$ cat config.mk
export PLATFORM = sky130hd
export DESIGN_NAME = dae_issue_unit
export DESIGN_NICKNAME = d
export VERILOG_FILES = /design/src/rtl/dae_issue_unit.sv
export SDC_FILE = /design/constraint.sdc
export NUM_CORES = 1
export LEC_CHECK = 0
export BUFFER_PORTS_ARGS = -buffer_cell sky130_fd_sc_hd__buf_2
export CAP_MARGIN = 20
export CORE_ASPECT_RATIO = 1.25
export CORE_MARGIN = 2
export CORE_UTILIZATION = 45
export CTS_CLUSTER_SIZE = 24
export DETAILED_ROUTE_END_ITERATION = 16
export RECOVER_POWER = 25
export SETUP_SLACK_MARGIN = 0.5
export SLEW_MARGIN = 20
export SYNTH_ARGS = -nofsm -noshare
export SYNTH_HDL_FRONTEND = slang
export SYNTH_SLANG_ARGS = --single-unit
$ cat constraint.sdc
create_clock -name clk -period 2.5 [get_ports clk]
set_input_delay 0.375 -clock clk [delete_from_list [all_inputs] [get_ports clk]]
set_output_delay 0.375 -clock clk [all_outputs]
set_load 0.005 [all_outputs]
$ cat src/rtl/dae_issue_unit.sv
// Issue/writeback stage for the Decode_And_Execute ALU: instruction FIFO, 4x4-bit
// register file, registered operand issue with read-after-write bypass, and retire counter.
module dae_issue_unit #(
  parameter int DEPTH = 4
) (
  input  logic                   clk,
  input  logic                   rst,
  input  logic                   in_valid,
  output logic                   in_ready,
  input  logic [8:0]             in_instr,
  input  logic                   stall,
  output logic [3:0]             ex_rs,
  output logic [3:0]             ex_rt,
  output logic [2:0]             ex_sel,
  output logic                   ex_valid,
  input  logic [3:0]             ex_rd,
  input  logic [1:0]             dbg_addr,
  output logic [3:0]             dbg_data,
  output logic [$clog2(DEPTH):0] fifo_count,
  output logic [7:0]             retired
);

  localparam int AW = $clog2(DEPTH);
  localparam logic [AW:0] FULL_CNT = (AW+1)'(DEPTH);

  // Handshake: an instruction transfers on a rising edge where in_valid && in_ready;
  // in_ready depends only on occupancy, never on in_valid or a same-cycle pop.

  logic [8:0]    r_mem [DEPTH];
  logic [AW-1:0] r_wr_ptr;
  logic [AW-1:0] r_rd_ptr;
  logic [AW:0]   r_count;
  logic [3:0]    r_regs [4];
  logic [3:0]    r_ex_rs;
  logic [3:0]    r_ex_rt;
  logic [2:0]    r_ex_sel;
  logic [1:0]    r_ex_dst;
  logic          r_ex_valid;
  logic [7:0]    r_retired;

  logic          w_full;
  logic          w_empty;
  logic          w_push;
  logic          w_pop;
  logic          w_wb;
  logic [8:0]    w_head;
  logic [3:0]    w_opnd_s;
  logic [3:0]    w_opnd_t;

  assign w_full   = (r_count == FULL_CNT);
  assign w_empty  = (r_count == '0);
  assign w_push   = in_valid && !w_full;
  assign w_pop    = !stall && !w_empty;
  assign w_wb     = !stall && r_ex_valid;
  assign w_head   = r_mem[r_rd_ptr];

  // The in-flight result is written on the same edge the next instruction issues,
  // so a matching source must take ex_rd rather than the stale register.
  always_comb begin
    w_opnd_s = r_regs[w_head[3:2]];
    w_opnd_t = r_regs[w_head[1:0]];
    if (r_ex_valid && (w_head[3:2] == r_ex_dst)) w_opnd_s = ex_rd;
    if (r_ex_valid && (w_head[1:0] == r_ex_dst)) w_opnd_t = ex_rd;
  end

  always_ff @(posedge clk) begin
    if (w_push) r_mem[r_wr_ptr] <= in_instr;
  end

  always_ff @(posedge clk or posedge rst) begin
    if (rst) begin
      r_wr_ptr <= '0;
      r_rd_ptr <= '0;
      r_count  <= '0;
    end else begin
      if (w_push) r_wr_ptr <= r_wr_ptr + AW'(1);
      if (w_pop)  r_rd_ptr <= r_rd_ptr + AW'(1);
      if (w_push && !w_pop)      r_count <= r_count + (AW+1)'(1);
      else if (w_pop && !w_push) r_count <= r_count - (AW+1)'(1);
    end
  end

  always_ff @(posedge clk or posedge rst) begin
    if (rst) begin
      r_ex_rs    <= '0;
      r_ex_rt    <= '0;
      r_ex_sel   <= '0;
      r_ex_dst   <= '0;
      r_ex_valid <= 1'b0;
    end else if (!stall) begin
      r_ex_valid <= !w_empty;
      if (!w_empty) begin
        r_ex_sel <= w_head[8:6];
        r_ex_dst <= w_head[5:4];
        r_ex_rs  <= w_opnd_s;
        r_ex_rt  <= w_opnd_t;
      end
    end
  end

  always_ff @(posedge clk or posedge rst) begin
    if (rst) begin
      for (int i = 0; i < 4; i++) r_regs[i] <= 4'(i);
      r_retired <= '0;
    end else if (w_wb) begin
      r_regs[r_ex_dst] <= ex_rd;
      r_retired        <= r_retired + 8'd1;
    end
  end

  assign in_ready   = !w_full;
  assign ex_rs      = r_ex_rs;
  assign ex_rt      = r_ex_rt;
  assign ex_sel     = r_ex_sel;
  assign ex_valid   = r_ex_valid;
  assign dbg_data   = r_regs[dbg_addr];
  assign fifo_count = r_count;
  assign retired    = r_retired;

endmodule

* Word level (Yosys, flattened, before mapping)
Memories as Yosys holds them, arrays and structs flattened.
Cells that the tools add are included.
Widths: inputs -> output; s select.
** Word-level totals
- Logic and storage cells :: 67
- Input port bits :: 19
- Bits in latches :: 0
- Memory bits (read-only) :: 0
- Output and inout port bits :: 28
- Memories :: 1
- Flip-flop bits (word level) :: 45
- RAM bits :: 36
** Operators by class
- Multipliers :: 0
- $lt $le $gt $ge :: 5
- Equality and inequality tests :: 3
- Bitwise logic cells :: 6
- Div/mod/pow operators :: 0
- Mux-type cells :: 18
- $add $sub $neg :: 5
- Shift operators :: 0
- Reduce and logical (&&, ||, !) cells :: 16
** Memories
- r_mem :: depth 4, bits a word 9, rd ports 1, clocked after memory_dff 0, write ports 1, line 29 : logic [8:0] r_mem [DEPTH];
** Operators with widths (number)
- $mux 4 :: 9
- $bmux 4 s2 :: 3
- $bwmux 16 :: 1
- $ge 3x3->1 const B :: 4
- $not 2->3 :: 4
- $add 8x1->8 const B :: 1
- $demux 4 s2 :: 1
- $logic_and 1x1->1 :: 8
- $mux 3 :: 2
- $logic_not 1->1 :: 5
- $add 2x1->2 const B :: 2
- $eq 2x2->1 :: 2
- $add 3x1->3 const B :: 1
- $eq 3x3->1 const B :: 1
- $logic_not 3->1 :: 1
- $lt 3x1->1 const B :: 1
- $sub 3x1->3 const B :: 1
- $mux 1 :: 2
- $not 1->1 :: 2
- $reduce_and 2->1 :: 1
- $reduce_bool 2->1 :: 1

* Longest topological paths before layout
- Depth after elaboration :: 7
- Gate-level depth with buffers :: 9
- Gate-level depth less buffers :: 9

* Worst setup path after synthesis
OpenSTA, ideal clock, no wires.
- Kind :: register to register
- Start point :: register r_count[0], in the netlist fifo_count[0]
- End point :: register r_count[2], in the netlist fifo_count[2]
- Cell stages (with the launch flop) :: 10
- Arrival time :: 2152 ps
- Path slack :: 268 ps
- Cells stage by stage :: dfrtp_1 -> nor3_1 -> nor2_1 -> inv_1 -> ha_1 -> inv_1 -> fa_1 -> xor2_1 -> nor2_1 -> xor2_1
** Between the ends
- Cells in the longest elaborated chain, start to end :: 6
- Elaborated cells between the ends (all ways) :: 15
- Those cells by class :: 2 x add/sub; 1 x eq/ne; 2 x mux; 10 x reduce/logical
** RTL lines
- start: declaration :: line 32 : logic [AW:0] r_count;
- start signal: assignment :: line 78 : if (w_push && !w_pop) r_count <= r_count + (AW+1)'(1);
- start signal: assignment :: line 79 : else if (w_pop && !w_push) r_count <= r_count - (AW+1)'(1);
- branches (longest 6 deep; another with $sub 3x1->3)
Parallel ways; which one is timed is not known. The select of a mux whose other input is x is not followed.
A chain may end at the register's enable or synchronous reset.

* Final worst setup path
- Start point :: register r_rd_ptr[0]
- End point :: register r_ex_rt[3], in the netlist ex_rt[3]
** Between the ends
- Cells in the longest elaborated chain, start to end :: 6
- Elaborated cells between the ends (all ways) :: 8
- Those cells by class :: 1 x eq/ne; 4 x mux; 1 x bitwise; 1 x reduce/logical; 1 x memory
** RTL lines
- start: declaration :: line 31 : logic [AW-1:0] r_rd_ptr;
- start signal: assignment :: line 77 : if (w_pop) r_rd_ptr <= r_rd_ptr + AW'(1);
- $mem_v2 4x9 *
- $not 2->3 (implied by the code) :: line 61 : w_opnd_t = r_regs[w_head[1:0]];
- $bmux 4 s2 :: line 61
- $mux 4 (implied by the code) (2 in a row) :: line 61
- $mux 4 * :: line 63 : if (r_ex_valid && (w_head[1:0] == r_ex_dst)) w_opnd_t = ex_rd;
- end signal: assignment :: line 96 : r_ex_rt <= w_opnd_t;
- end: declaration :: line 35 : logic [3:0] r_ex_rt;
Every way passes the cells marked *; elsewhere a longest branch is shown, timed or not. The select of a mux whose other input is x is not followed.

==> impl_metrics.csv <==
group,metric,value,unit
route,viasPerCell,5.54,
logic_synthesis,netlist_top_cells_count,"dfrtp_1, edfxtp_1, mux2_2",
power_and_ir_drop,netSwitchingPower,1.97,mW
power_and_ir_drop,p_total,5.71,mW
logic_synthesis,syn_inst,250,
placement,io_buffers,46,
timing,hold_viol,0,
timing,fin_crit_sh,0.788,
power_and_ir_drop,clkPwrFrac,0.163,
clock_network,cts_sinks,81,
global_route,grt_use_total,0.185,
power_and_ir_drop,total_leakage_power,1.82,nW
clock_network,numCtsBuffers,9,
global_route,grt_pass1_wl,12500,um
global_route,overflow,0,
logic_synthesis,yosysMostFrequentCell,"dfrtp_1",
timing,fin_setup_tns,0,ns
power_and_ir_drop,p_per_area,1280,nW/um2
final_layout,antennaDiodeCount,0,
setup_path,crit_type,"flop to flop",
global_route,grt_pass1_vias,2370,
power_and_ir_drop,internal_power,3.74,mW
setup_path,crit_chain,"buf_4 > mux4_2 > xnor2_4 > a311o_2 > o211ai_1",
logic_synthesis,synth-seq-cells,81,
logic_synthesis,yosysTopAreaCellShare,0.283,
route,drt_iter0_drc,124,
timing,whs,0.268,ns
global_route,grt_max_degree,19,
route,wire_per_inst,18.6,um
logic_synthesis,synthTopCellsByArea,"edfxtp_1, dfrtp_1, mux2_2",
timing,setup_violations,0,
setup_path,path_max_fanout,5,
route,ant_nets,0,
clock_network,tritoncts,"yes",
placement,dpl_worst_slack,0.353,ns
floorplanning,dieArea,9260,um2
floorplanning,core,8240,um2
route,drc,0,
floorplanning,pin_count,47,
logic_synthesis,yosys.area.top_type,"edfxtp_1",
hold_path,hp-class,"input pin to flop",
route,via_count,2311,
setup_path,cp_slowest_cell,"mux4_2",
clock_network,cts_buffer_depth,2,
power_and_ir_drop,seqPwrFrac,0.413,
power_and_ir_drop,p_sw_frac,0.344,
logic_synthesis,syn_nets,276,
clock_network,htreeDepth,3,
run_status,status,"finished clean",
timing,drv_slew,0,
power_and_ir_drop,ir_worst_vdd,489,uV
job,maxCapViolCount,0,
final_layout,nFillCells,698,
floorplanning,initial_utilization,0.464,
final_layout,syn2layout_area_growth,16.7,%
final_layout,final_util,0.542,
final_layout,layout-drive-gt1-share,0.416,
logic_synthesis,avgSynthCellArea,15.3,um2
setup_path,critPathLaunchType,"flop",
final_layout,nets,341,
floorplanning,die_h,107,um
route,wl,7750,um
timing,rsz0062_at_grt,"true",
placement,dp_hpwl,5570,um
setup_path,critPathArrivalTime,2.24,ns
timing,tightest_slew,0.729,ns
timing,fmax,508,MHz
setup_path,required,2.77,ns
setup_path,slowest_delay,0.57,ns
clock_network,root_buffer,"clkbuf_8",
timing,fin_crit,1.97,ns
placement,gp_congestion,0.743,
clock_network,clk-insertion-delay-late,0.35,ns
logic_synthesis,yosys_warnings,0,
power_and_ir_drop,comb_power_share,0.425,
logic_synthesis,synth-main-ff-cell,"dfrtp_1",
timing,slew_headroom,0.514,
floorplanning,die-width,86.5,um
timing,finalClockSkew,0.00861,ns
floorplanning,rows,37,
logic_synthesis,synth_edf_count,36,
setup_path,endpoint_kind,"flop",
logic_synthesis,netlist_area,3820,um2
logic_synthesis,async_flop_share,0.556,
global_route,antenna_found_initial,0,
route,first_pass_iters,4,
logic_synthesis,ys_types,33,
clock_network,clk_pin_slew,0.08,ns
timing,final_critical_path_setup_slack,0.531,ns
logic_synthesis,yosysSeqAreaShare,0.578,
-- cell type report --
type                    count  area [um2]  share of cell area
multi-input cells         153        1540               0.346
repair buffers             65         377              0.0844
inverters                   5        18.8             0.00421
well taps                  97         121              0.0272
clock buffers              10         128              0.0286
clock inverters             6        58.8              0.0132
flip-flops and latches     81        2220               0.497
-- worst max-delay path, delay by kind of cell (launching register included) --
kind                   cells  cell delay [ns]
AO/OA/AOI/OAI              2             0.62
multiplexers               1             0.57
flip-flops                 1             0.40
XOR/XNOR                   1             0.18
buffers and inverters      1             0.13
-- metrics by stage --
step	cells	instance area [um2]
6_report	417	4460
5_1_grt	417	4460
4_1_cts	411	4400
3_5_place_dp	392	4180
3_3_place_gp	392	4180
2_1_floorplan	250	3840
-- power groups by stage --
stage | Combinational [mW] | Sequential, mW | Clock, mW
5_1_grt | 2.65 | 2.43 | 1.00
4_1_cts | 2.31 | 2.36 | 0.946
3_5_place_dp | 2.24 | 2.38 | 0
2_1_floorplan | 1.79 | 2.20 | 0
6_report | 2.43 | 2.36 | 0.928
3_3_place_gp | 2.19 | 2.37 | 0
-- logic make-up after synthesis --
family	Yosys count	share of synthesized area
AO/OA/AOI/OAI	19	0.0330
XOR/XNOR	16	0.0455
adder cells (fa/ha/maj)	7	0.0249
buffers and inverters	16	0.0281
flip-flops	81	0.578
multiplexers	66	0.228
AND/OR/NAND/NOR	45	0.0622
-- registers in the layout, summed over array words and instances (netlist names) --
signal and cells:
r_rd_ptr 2, ex_rt 4, r_wr_ptr 2, fifo_count 3, r_mem 36, retired 8
ex_rs 4, ex_sel 3, r_regs 16, ex_valid 1, r_ex_dst 2
-- routing by layer --
metal / global-route usage / up-vias / routed length [um]
met4: 0.0770 / 0 / 136
met5: 0 / - / 0
li1: - / 1079 / -
met1: 0.217 / 1170 / 3160
met2: 0.326 / 53 / 4180
met3: 0.0393 / 9 / 277
-- layout by cell type, fill, tap and decap left out, drive strengths merged, types with 4 or more instances in the layout --
cell     n
buf     55
dfrtp   41
edfxtp  36
mux2    33
mux2i   20
clkbuf  19
mux4    13
nand2   12
xnor2   11
nand4    9
o21ai    9
o211ai   8
ha       6
inv      6
nor3b    5
xor2     5
nor2     5
and3     4
dfstp    4
-- final timing paths --
kind                                  start            end  slack [ns]  depth (start not counted)
worst max-delay path            r_rd_ptr[0]       ex_rt[3]        0.53                          5
worst min-delay path            in_instr[6]    r_mem[0][6]        0.27                          1
worst max register to register  r_rd_ptr[0]       ex_rt[3]        0.53                          5
worst min register to register   retired[7]     retired[7]        0.47                          1
max in group asynchronous               rst  fifo_count[1]        1.08                          4
min in group asynchronous               rst       ex_rs[3]        0.68                          3
-- timing repair --
item | 4_1_cts | 5_1_grt
hold buffers | 1 | 0
hold endpoints to repair | 15 | 0
buffers inserted | 2 | 6
pin swaps | 0 | 4
resized for setup | 6 | 8
endpoints found under the setup margin | 10 | 12
(Power assumes the default switching activity.)
